`src/rtl/pc_next_unit_pkg.sv`:
```
// pc_next_unit_pkg
//   Shared definitions for the program-counter next-address unit:
//     state_t   - controller states (BOOT, RUN, HOLD)
//     req_sel_t - which redirect source won target selection
//     PC_STEP   - sequential fetch increment in bytes
package pc_next_unit_pkg;

    typedef enum logic [1:0] {
        BOOT = 2'd0,
        RUN  = 2'd1,
        HOLD = 2'd2
    } state_t;

    typedef enum logic [1:0] {
        SEL_SEQ    = 2'd0,
        SEL_BRANCH = 2'd1,
        SEL_JR     = 2'd2,
        SEL_JUMP   = 2'd3
    } req_sel_t;

    localparam logic [31:0] PC_STEP = 32'd4;

endpackage

```
`src/rtl/pc_next_unit_target_sel.sv`:
```
// pc_target_sel
//   Purely combinational redirect-target selection. Priority is
//   Jump > Jr > Branch > sequential.
//   Ports:
//     pc_plus4 (in, 32)  - current Pc + 4
//     branch   (in, 1)   - taken branch request
//     br_off   (in, 32)  - sign-extended, pre-shifted branch offset
//     jump     (in, 1)   - absolute jump request
//     j_addr   (in, 26)  - jump word index
//     jr       (in, 1)   - register jump request
//     jr_addr  (in, 32)  - register jump target
//     target   (out, 32) - address of the winning source
//     sel      (out, 2)  - winning source (SEL_SEQ when no request)
module pc_target_sel
    import pc_next_unit_pkg::*;
(
    input  logic [31:0] pc_plus4,
    input  logic        branch,
    input  logic [31:0] br_off,
    input  logic        jump,
    input  logic [25:0] j_addr,
    input  logic        jr,
    input  logic [31:0] jr_addr,
    output logic [31:0] target,
    output req_sel_t    sel
);

    logic [31:0] branch_target;
    logic [31:0] jump_target;

    // Branch arithmetic wraps naturally in 32 bits.
    assign branch_target = pc_plus4 + br_off;
    // Jump stays within the 256 MB region of the delay-slot address.
    assign jump_target   = {pc_plus4[31:28], j_addr, 2'b00};

    always_comb begin
        target = pc_plus4;
        sel    = SEL_SEQ;
        if (jump) begin
            target = jump_target;
            sel    = SEL_JUMP;
        end else if (jr) begin
            target = jr_addr;
            sel    = SEL_JR;
        end else if (branch) begin
            target = branch_target;
            sel    = SEL_BRANCH;
        end
    end

endmodule

```
`src/rtl/pc_next_unit.sv`:
```
// pc_next_unit
//   Holds the fetch program counter, a pending-redirect register and the
//   BOOT/RUN/HOLD controller. Redirects that arrive while fetch cannot
//   advance are parked in the pending register and applied on the next
//   advance unless a newer same-cycle request supersedes them.
//   Optional feature: define PC_ALIGN_CHECK_EN to add the sticky Misalign
//   output and force loaded targets to word alignment.
//   Ports:
//     Clk      (in)       - clock, rising edge
//     Clrn     (in)       - synchronous active-low reset
//     En       (in)       - pipeline enable (0 = stall)
//     IfReady  (in)       - fetch accepts the current Pc
//     Branch/BrOff (in)   - branch request and offset
//     Jump/JAddr  (in)    - absolute jump request and word index
//     Jr/JrAddr   (in)    - register jump request and target
//     Pc       (out, 32)  - current fetch address
//     PcPlus4  (out, 32)  - Pc + 4, combinational
//     IfValid  (out)      - Pc valid for fetch
//     Misalign (out)      - sticky misaligned-target flag (PC_ALIGN_CHECK_EN only)
module pc_next_unit
    import pc_next_unit_pkg::*;
#(
    parameter logic [31:0] RESET_PC = 32'h0000_0000
) (
    input  logic        Clk,
    input  logic        Clrn,
    input  logic        En,
    input  logic        IfReady,
    input  logic        Branch,
    input  logic [31:0] BrOff,
    input  logic        Jump,
    input  logic [25:0] JAddr,
    input  logic        Jr,
    input  logic [31:0] JrAddr,
    output logic [31:0] Pc,
    output logic [31:0] PcPlus4,
    output logic        IfValid
`ifdef PC_ALIGN_CHECK_EN
    ,
    output logic        Misalign
`endif
);

    state_t      state_reg;
    logic [31:0] pc_reg;
    logic [31:0] pending_reg;
    logic        if_valid_reg;

    logic [31:0] pc_plus4;
    logic [31:0] req_target;
    req_sel_t    req_sel;
    logic        req_valid;
    logic        advance;
    logic [31:0] load_raw;
    logic [31:0] load_target;

    assign pc_plus4 = pc_reg + PC_STEP;

    pc_target_sel u_target_sel (
        .pc_plus4 (pc_plus4),
        .branch   (Branch),
        .br_off   (BrOff),
        .jump     (Jump),
        .j_addr   (JAddr),
        .jr       (Jr),
        .jr_addr  (JrAddr),
        .target   (req_target),
        .sel      (req_sel)
    );

    assign req_valid = (req_sel != SEL_SEQ);
    assign advance   = (state_reg != BOOT) && En && IfReady;

    // A same-cycle request always beats a parked one; otherwise HOLD
    // replays the parked target and RUN simply steps forward.
    always_comb begin
        load_raw = pc_plus4;
        if (req_valid) begin
            load_raw = req_target;
        end else if (state_reg == HOLD) begin
            load_raw = pending_reg;
        end
    end

`ifdef PC_ALIGN_CHECK_EN
    logic misalign_reg;
    logic load_misaligned;

    assign load_misaligned = |load_raw[1:0];
    assign load_target     = {load_raw[31:2], 2'b00};
    assign Misalign        = misalign_reg;

    always_ff @(posedge Clk) begin
        if (!Clrn) begin
            misalign_reg <= 1'b0;
        end else if (advance && load_misaligned) begin
            misalign_reg <= 1'b1;
        end
    end
`else
    assign load_target = load_raw;
`endif

    always_ff @(posedge Clk) begin
        if (!Clrn) begin
            state_reg    <= BOOT;
            pc_reg       <= RESET_PC;
            pending_reg  <= 32'h0;
            if_valid_reg <= 1'b0;
        end else begin
            case (state_reg)
                BOOT: begin
                    // Requests are ignored while booting.
                    state_reg    <= RUN;
                    if_valid_reg <= 1'b1;
                end
                RUN: begin
                    if (advance) begin
                        pc_reg <= load_target;
                    end else if (req_valid) begin
                        pending_reg <= req_target;
                        state_reg   <= HOLD;
                    end
                end
                HOLD: begin
                    if (advance) begin
                        pc_reg    <= load_target;
                        state_reg <= RUN;
                    end else if (req_valid) begin
                        // Newest redirect replaces the parked one.
                        pending_reg <= req_target;
                    end
                end
                default: begin
                    state_reg    <= BOOT;
                    if_valid_reg <= 1'b0;
                end
            endcase
        end
    end

    assign Pc      = pc_reg;
    assign PcPlus4 = pc_plus4;
    assign IfValid = if_valid_reg;

endmodule

```
`config.mk`:
```
export PLATFORM = sky130hd
export DESIGN_NAME = pc_next_unit
export DESIGN_NICKNAME = d
export VERILOG_FILES = /design/src/rtl/pc_next_unit_pkg.sv /design/src/rtl/pc_next_unit_target_sel.sv /design/src/rtl/pc_next_unit.sv
export SDC_FILE = /design/constraint.sdc
export NUM_CORES = 1
export LEC_CHECK = 0
export BUFFER_PORTS_ARGS = -buffer_cell sky130_fd_sc_hd__buf_4
export CAP_MARGIN = 10
export CORE_MARGIN = 8
export CORE_UTILIZATION = 30
export DETAILED_ROUTE_END_ITERATION = 12
export PLACE_DENSITY_LB_ADDON = 0.2
export SLEW_MARGIN = 30
export SYNTH_ARGS = -nofsm -noshare
export SYNTH_HDL_FRONTEND = slang
export SYNTH_HIERARCHICAL = 1
export SYNTH_SLANG_ARGS = --single-unit
```
`constraint.sdc`:
```
create_clock -name Clk -period 10.4 [get_ports Clk]
set_input_delay 1.04 -clock Clk [delete_from_list [all_inputs] [get_ports Clk]]
set_output_delay 1.04 -clock Clk [all_outputs]
set_load 0.02 [all_outputs]
```
# ---- After elaboration in Yosys (flattened, before gate mapping)
# Cells that the tools add are included.
dict set report totals {
  reg_bits 67
  input_bits 97
  output_inout_bits 65
  elab_cells 34
}
dict set report op_classes {
  addsub 2
  eq_ne 5
  muxes 13
  bitwise 1
  n_reduce_logical 9
}
# cell count
set op_table {}
lappend op_table {{32-bit two-way mux} 5}
lappend op_table {{32-bit by 3-bit adder with 32-bit output, second input constant} 1}
lappend op_table {{32-bit adder} 1}
lappend op_table {{2-bit two-way mux} 5}
lappend op_table {{2-bit != test, second input constant} 3}
lappend op_table {{2-bit case mux with 3 select lines} 1}
lappend op_table {{3-bit AND reduction} 2}
lappend op_table {{2-bit nonzero test} 2}
lappend op_table {{2-bit by 1-bit equality test with 1-bit output, second input constant} 1}
lappend op_table {{2-bit equality test, second input constant} 1}
lappend op_table {{1-bit logical AND} 2}
lappend op_table {{2-bit zero test} 1}
lappend op_table {{1-bit case mux with 2 select lines} 1}
lappend op_table {{2-bit AND reduction} 1}
lappend op_table {{2-bit OR reduction} 1}
lappend op_table {{1-bit two-way mux} 1}
lappend op_table {{1-bit NOT} 1}

# ---- Logic depth before layout (Yosys ltp)
# Gate-level depths: netlist of run 1.
dict set report logic_depth {
  word_depth 7
  ltp_mapped 21
  mapped_depth_nobuf 20
}

# ---- Cells and area by module
# Netlist of run 1, hierarchy kept.
# module n_inst cells_per_inst area_each_um2 seq_area_each_um2
set modules_own_cells {}
lappend modules_own_cells {pc_next_unit 1 546 3963.8 1341.3}
lappend modules_own_cells {pc_target_sel 1 409 2592.5 0.0}

# ---- Worst setup path after synthesis of run 1
# No wires, ideal clock.
dict set report synth_timing {
  path_kind {reg-to-reg}
  startpoint {register pc_reg[2] (netlist: Pc[2])}
  endpoint {register pc_reg[31] (netlist: Pc[31])}
  setup_time_ps 129
  arrival_time_ps 4614
  required_time_ps 10271
  slack_ps 5658
  stages_incl_launch_ff 21
  path_buffers 0
  synth_period_minus_slack_ps 4742
  cell_sequence {dfxtp_1 ha_1 nand3_1 or2_0 nor4_1 nand3_1 xnor2_1 ha_1 a21oi_1 nor2b_1 a211oi_1 o21ai_0 a211o_1 a31oi_1 mux2i_1 mux2i_1 a21oi_1 nand2_1 a211oi_1 a31oi_1 o211ai_1}
}
dict set report synth_via {
  elab_chain_cells 6
  elab_cells_between_ends 7
  classes_between {add/sub (2); mux (5)}
}
# item line
set synth_rtl {}
lappend synth_rtl {{start: declaration} pc_next_unit.sv:45} ;# logic [31:0] pc_reg;
lappend synth_rtl {{start signal: assignment} pc_next_unit.sv:119} ;# pc_reg <= load_target;
lappend synth_rtl {{start signal: assignment} pc_next_unit.sv:127} ;# pc_reg <= load_target;
lappend synth_rtl {{32-bit by 3-bit adder with 32-bit output} pc_next_unit.sv:57} ;# assign pc_plus4 = pc_reg + PC_STEP;
lappend synth_rtl {{net PcPlus4[28]} pc_next_unit.sv:36} ;# output logic [31:0] PcPlus4,
lappend synth_rtl {{32-bit adder} pc_next_unit_target_sel.sv:32} ;# assign branch_target = pc_plus4 + br_off;
lappend synth_rtl {{32-bit two-way mux} pc_next_unit_target_sel.sv:45} ;# end else if (branch) begin
lappend synth_rtl {{32-bit two-way mux} pc_next_unit_target_sel.sv:42} ;# end else if (jr) begin
lappend synth_rtl {{32-bit two-way mux} pc_next_unit_target_sel.sv:39} ;# if (jump) begin
lappend synth_rtl {{net req_target[31]} pc_next_unit.sv:50} ;# logic [31:0] req_target;
lappend synth_rtl {{32-bit two-way mux} pc_next_unit.sv:78} ;# if (req_valid) begin
# The timed path passes the listed nets, and every way through them passes these cells.
# A chain may end at the register's enable or synchronous reset.

# ---- Worst setup path after layout of run 1
dict set report layout_timing {
  startpoint {register pc_reg[2] (netlist: Pc[2])}
  endpoint {register pc_reg[31] (netlist: Pc[31])}
}
dict set report layout_via {
  elab_chain_cells 6
  elab_cells_between_ends 7
  classes_between {add/sub (2); mux (5)}
}
# item line
set layout_rtl {}
lappend layout_rtl {{32-bit by 3-bit adder with 32-bit output (*)} pc_next_unit.sv:57}
lappend layout_rtl {{32-bit adder} pc_next_unit_target_sel.sv:32}
lappend layout_rtl {{32-bit two-way mux} pc_next_unit_target_sel.sv:45}
lappend layout_rtl {{32-bit two-way mux} pc_next_unit_target_sel.sv:42}
lappend layout_rtl {{32-bit two-way mux (*)} pc_next_unit_target_sel.sv:39}
lappend layout_rtl {{net req_target[31]} pc_next_unit.sv:50}
lappend layout_rtl {{32-bit two-way mux (*)} pc_next_unit.sv:78}
# The timed path passes the listed nets; every way through them passes the cells marked *.

==> reports/metrics.csv, run 1 <==
stage,metric,value,unit
cts,clock latency on the worst-skew pair,340,ps
global_routing,GRT Overall Usage,18.88,%
drt,DR vias/cell,5.453,
sta,final setup violation count,0,
critical_path,CP endpoint kind,flip-flop,
floorplanning,Die ar.,26840,µm²
place,IO Port Bufs,161,
run,max_cap viols,0,
drt,WL final,26210,µm
power,Power Density,143.3,nW/µm²
sta,fin crit period,5250,ps
cts,CTS buffer count,9,
synth,syn_nets,1088,
drt,Avg WL per Cell,19.44,µm
sta,Slew HR,43.93,%
floorplanning,core area,21620,µm²
place,area of placed instances,7909,µm²
synth,"top cells by area, synth","dfxtp_1, a21oi_1, nand2_1",
drt,"antenna viol nets, final",0,
global_routing,vias in the first global route,6754,
layout,nets,1196,
sta,Clock Skew,7.557,ps
global_routing,first-pass GRT wire length,39920,µm
outcome,status,"complete, no violations",
power,LEAKAGE,3.428,nW
floorplanning,chip height,163.8,µm
sta,Setup WS post-layout,5150,ps
power,Worst IR Drop VDD,0.00008238,V
sta,max-slew violations,0,
cts,H-tree level count,3,
critical_path,critical path peak fanout,15,
synth,Synth top area share,20.46,%
cts,hold_buf cts,0,
sta,Worst Tran Pin Value,840.2,ps
critical_path,CP startpoint kind,flip-flop,
synth,Ys Warns,6,
drt,Pre-antenna DRT Iters,5,
floorplanning,num rows,54,
cts,CTS tree,built,
place,Place WS,5217,ps
floorplanning,# IOs,162,
synth,Mapped Area,6556,µm²
synth,mean post-synth cell area,6.865,µm²
sta,worst hold slack,450.9,ps
global_routing,largest net degree at the start of global routing,56,
hold_path,HP Class,reg2reg,
layout,area delta synth->final,26.15,%
synth,Synth area leader,dfxtp_1,
synth,post-synthesis sequential area ratio,20.46,%
cts,CTS root buffer,clkbuf_16,
synth,number of synthesized flops with an enable pin,0,
sta,RSZ-0062 raised after global routing,false,
synth,predominant post-synthesis flop cell,dfxtp_1,
drt,drt drc,0,
sta,period utilization,50.48,%
synth,"FF+latch count, synth",67,
layout,Post-Layout Inst Area,8270,µm²
drt,via count,7351,
layout,share of post-route cells with drive strength above 1,20.13,%
critical_path,Critical Path AT,5460,ps
floorplanning,initial core utilization,30.32,%
cts,post-CTS resize count,0,
layout,Inserted Diodes,0,
floorplanning,Die W,163.8,µm
synth,Mapped Cells,955,
cts,CTS max path bufs,2,
synth,Post-synth ARST share,0,%
cts,setup bufs post-CTS,0,
sta,total negative slack,0,ps
place,Post-DP HPWL,19820,µm
synth,Synth cell types,70,
drt,drt initial violations,612,
cts,"Reg clk slew, reported paths",60,ps
global_routing,gr ovfl total,0,
cts,CTS sink count,67,
sta,Max Clk Rate,190.5,MHz
place,RePlAce Congestion,0.8817,
sta,Final Hold Vio Count,0,
critical_path,critical path data required time,10610,ps
critical_path,critical path class,reg2reg,
global_routing,initial antenna violation count,0,
[area by class of cell]
| cell class | count | area, µm² |
|---|---|---|
| flip-flops and latches | 67 | 1341 |
| repair buffers | 171 | 1284 |
| well taps | 280 | 350.3 |
| clock inverters | 4 | 95.09 |
| multi-input cells | 787 | 4832 |
| fillers | 2297 | 13350 |
| inverters | 27 | 101.3 |
| clock buffers | 12 | 266.5 |
[cells in the mapped netlist, types with 10 or more instances]
master	instances
xor2_1	21
xnor2_1	30
nor2_1	57
mux2i_1	19
nand3_1	42
clkbuf_1	58
o21ai_0	67
buf_1	10
a21o_1	13
a21oi_1	121
dfxtp_1	67
ha_1	35
nand2_1	151
o211ai_1	14
inv_1	26
or4_1	10
and3_1	18
a31oi_1	22
a211oi_1	14
nor3_1	11
nand4_1	15
[routing by layer]
metal / wire length [µm] / up-vias / global-route usage (%)
met5: 0 / - / 0
met4: 553 / 0 / 5.785
met3: 1941 / 25 / 3.784
met2: 11480 / 238 / 28.87
met1: 12230 / 3410 / 26.15
li1: - / 3678 / -
[through the flow]
stage	std cells	total power [mW]	utilization, %
finish	1348	1.185	38.25
detailed placement	1332	0.8146	36.58
CTS	1348	1.190	38.25
global placement	1332	0.8138	36.57
floorplan	955	0.6499	-
global route	1348	1.254	38.25
[report_power, final]
group | internal, mW | switching [mW]
Sequential | 0.300 | 0.0345
Combinational | 0.176 | 0.302
Clock | 0.254 | 0.119
Total | 0.730 | 0.455
[kinds of logic (layout without fill, tap and decap cells)]
| logic type | count (synthesis) | after routing | share of synthesized area [%] |
|---|---|---|---|
| AO/OA/AOI/OAI | 317 | 317 | 29.89 |
| XOR/XNOR | 51 | 51 | 6.813 |
| adder cells (fa/ha/maj) | 36 | 36 | 6.985 |
| buffers and inverters | 101 | 214 | 6.011 |
| flip-flops | 67 | 67 | 20.46 |
| multiplexers | 23 | 23 | 3.588 |
| AND/OR/NAND/NOR | 360 | 360 | 26.26 |
[cells in the final DEF, fill, tap and decap left out, types with 4 or more instances in the layout]
master / n
buf_4: 171
nand2_1: 151
a21oi_1: 121
dfxtp_1: 67
o21ai_0: 67
nor2_1: 56
nand3_1: 41
ha_1: 34
xnor2_1: 30
inv_1: 25
a31oi_1: 22
xor2_1: 21
mux2i_1: 19
and3_1: 18
nand4_1: 15
a211oi_1: 14
o211ai_1: 14
a21o_1: 13
nor3_1: 11
or4_1: 10
nor4_1: 9
o22ai_1: 9
nor2b_1: 9
clkbuf_16: 9
nand2b_1: 8
o21a_1: 8
a22oi_1: 6
or2_2: 5
or3_1: 5
and2_1: 5
a211o_1: 5
mux2_2: 4
o311ai_0: 4
o31ai_1: 4
[worst max-delay path, cell delays in order (launching register included)]
cell and delay [ps]:
dfxtp_1 500, ha_1 290, nand3_1 110, or2_0 210, buf_4 180, nor4_1 580, nand3_1 210, xnor2_1 340
ha_1 340, a21oi_1 290, nor2b_1 80, a211oi_1 260, o21ai_0 140, a211o_1 300, a31oi_1 180, mux2i_1 330
mux2i_1 220, a21oi_1 100, nand2_1 90, a211oi_1 80, a31oi_1 170, o211ai_1 100
[path summary, 6_finish.rpt]
check	startpoint	end	slack, ps	cells after the start
hold / removal	pending_reg[4]	pending_reg[4]	450	2
hold reg to reg	pending_reg[4]	pending_reg[4]	450	2
setup reg to reg	Pc[2]	Pc[31]	5150	21
setup / recovery	Pc[2]	Pc[31]	5150	21
(Power assumes the default switching activity.)
==> run 2, diff against run 1 <==
- clock period: 10.4 -> 5.1 ns (I/O delays scaled with it)
==> run 2 against run 1 <==
Die area unchanged. Non-clock buffer count increased by 17. Fmax increased by 11%. Worst hold slack got worse by 2.0 ps. First-iteration DRC count increased by 20%. Setup slack got worse by 4800 ps. Final cell count increased by 1.3%. Critical path depth decreased by 4. Largest cell class unchanged.
==> reports/metrics.csv, run 2 (synthesized netlist as in run 1, its figures left out) <==
stage,metric,value,unit,change
outcome,status,"complete, no violations",,
global_routing,vias in the first global route,6906,,+2.3%
floorplanning,initial core utilization,30.32,%,unchanged
global_routing,first-pass GRT wire length,40750,µm,+2.1%
floorplanning,Die W,163.8,µm,unchanged
layout,Final Instance Count excl. Fillers,1365,,+1.3%
power,net switching power,0.9332,mW,+100%
drt,via count,7523,,+2.3%
power,Worst IR Drop VDD,0.0001880,V,+130%
cts,CTS tree,built,,
sta,max-slew violations,0,,unchanged
critical_path,Worst R2R End,Pc[31],,
sta,period utilization,92.66,%,+42 points
drt,Pre-antenna DRT Iters,6,,+1
power,internal power,1.377,mW,+89%
critical_path,register-to-register setup slack,370,ps,-4780 ps
power,switching share of power,40.40,%,+2.0 points
layout,area delta synth->final,27.16,%,
cts,post-CTS resize count,0,,unchanged
critical_path,critical path data required time,5300,ps,-5310 ps
power,Sequential Power Share,29.4,%,+1.1 points
cts,CTS max path bufs,2,,unchanged
run,max_cap viols,0,,unchanged
floorplanning,core area,21620,µm²,unchanged
hold_path,HP Class,reg2reg,,
global_routing,initial antenna violation count,0,,unchanged
floorplanning,chip height,163.8,µm,unchanged
drt,Avg WL per Cell,19.85,µm,+2.1%
place,DP Cell Count,1349,,+1.3%
power,part of the power in combinational logic,43.6,%,+3.3 points
sta,Worst Tran Pin Value,874.1,ps,+33.99 ps
hold_path,hold path cells,2,,unchanged
drt,drt initial violations,733,,+20%
floorplanning,num rows,54,,unchanged
cts,clock latency on the worst-skew pair,330,ps,about the same
drt,"antenna viol nets, final",0,,unchanged
cts,H-tree level count,3,,unchanged
floorplanning,Die ar.,26840,µm²,unchanged
critical_path,critical path class,reg2reg,,
cts,CTS buffer count,9,,unchanged
critical_path,Setup crit end,Pc[31],,
place,RePlAce Congestion,0.8816,,about the same
layout,FF/Latch Area,1341,µm²,unchanged
sta,Slew HR,41.59,%,-2.3 points
layout,Inserted Diodes,0,,unchanged
cts,"Reg clk slew, reported paths",60,ps,about the same
critical_path,critical path peak fanout,8,,-7
cts,setup bufs post-CTS,0,,unchanged
cts,CTS sink count,67,,unchanged
critical_path,CP endpoint kind,flip-flop,,
drt,DR vias/cell,5.511,,+1.1%
critical_path,worst r2r path cells,17,,-19%
layout,footprint of the multi-input gates,4837,µm²,+0.10%
sta,Final Hold Vio Count,0,,unchanged
layout,nets,1213,,+1.4%
sta,Max Clk Rate,211.6,MHz,+11%
floorplanning,# IOs,162,,unchanged
critical_path,Crit. Startpoint,Pc[4],,
layout,"commonest non-fill, non-tap cell in the layout",buf_4,,
sta,final setup violation count,0,,unchanged
cts,CTS root buffer,clkbuf_16,,
sta,RSZ-0062 raised after global routing,false,,
power,final total power,2.310,mW,+95%
layout,share of post-route cells with drive strength above 1,21.20,%,+1.1 points
sta,fin crit period,4726,ps,-524.2 ps
power,LEAKAGE,3.484,nW,+1.6%
place,Post-DP HPWL,20570,µm,+3.8%
place,IO Port Bufs,161,,unchanged
global_routing,gr ovfl total,0,,unchanged
critical_path,CP startpoint kind,flip-flop,,
drt,WL final,27090,µm,+3.4%
global_routing,GRT Overall Usage,19.32,%,+0.44 points
drt,drt drc,0,,unchanged
cts,hold_buf cts,0,,unchanged
layout,# fillers,2314,,+0.74%
critical_path,Critical Path AT,4930,ps,-530 ps
global_routing,largest net degree at the start of global routing,43,,-23%
power,clock power share,27.0,%,-4.4 points
sta,total negative slack,0,ps,unchanged
power,Power Density,277.1,nW/µm²,+93%
critical_path,reg2reg start,Pc[4],,
sta,Clock Skew,6.726,ps,-0.8312 ps
layout,"commonest non-fill, non-tap cells in the layout","buf_4, nand2_1, a21oi_1, dfxtp_1, o21ai_0",,
## run 2: through the flow
stage | area, µm² | setup WS, ps | hold slack, ps | util [%]
6_report | 8337 | 374.1 | 448.9 | 38.56
5_1_grt | 8337 | 28.79 | 468.6 | 38.56
4_1_cts | 8337 | 410.2 | 450.0 | 38.56
3_5_place_dp | 8041 | 441.0 | 441.8 | 37.19
3_3_place_gp | 8040 | 562.1 | 437.5 | 37.19
2_1_floorplan | 6556 | 357.5 | 431.2 | -
## run 2: how the worst min path moves through the flow
stage	start	to	slack, ps
global placement	pending_reg[4]	pending_reg[4]	440
CTS	pending_reg[6]	pending_reg[6]	450
floorplan	pending_reg[4]	pending_reg[4]	430
finish	pending_reg[6]	pending_reg[6]	450
detailed placement	pending_reg[6]	pending_reg[6]	440
global route	pending_reg[16]	pending_reg[16]	470
## run 2: critical path: stages (launching register included)
cell	delay [ps]
dfxtp_1	470
and4_2	320
nand3_1	220
or4_1	610
xnor2_1	390
ha_1	380
and3_1	220
a211oi_1	300
o21ai_0	130
a211o_1	300
a31oi_1	180
mux2i_1	310
mux2i_1	210
a21oi_1	110
nand2_1	70
a211oi_1	70
a31oi_1	190
o211ai_1	110
## run 2: routing by layer
| layer | GRT usage, % | vias up | routed length (µm) |
|---|---|---|---|
| met1 | 26.59 | 3532 | 12450 |
| li1 | - | 3708 | - |
| met3 | 3.434 | 21 | 1930 |
| met5 | 0 | - | 0 |
| met2 | 30.94 | 262 | 12350 |
| met4 | 4.050 | 0 | 361 |
## run 2: final cells by class
class | instances | share of cell area [%]
clock inverters | 5 | 0.6303
multi-input cells | 787 | 58.02
inverters | 27 | 1.216
repair buffers | 188 | 16.93
flip-flops and latches | 67 | 16.09
well taps | 280 | 4.202
clock buffers | 11 | 2.912
## run 2: power groups by stage
stage / Combinational (mW) / Clock, mW / Sequential, mW
final: 1.01 / 0.624 / 0.678
after global routing: 1.10 / 0.653 / 0.688
after CTS: 1.00 / 0.638 / 0.677
after detailed placement: 0.999 / 0 / 0.687
after global placement: 0.996 / 0 / 0.685
after floorplan: 0.627 / 0 / 0.699
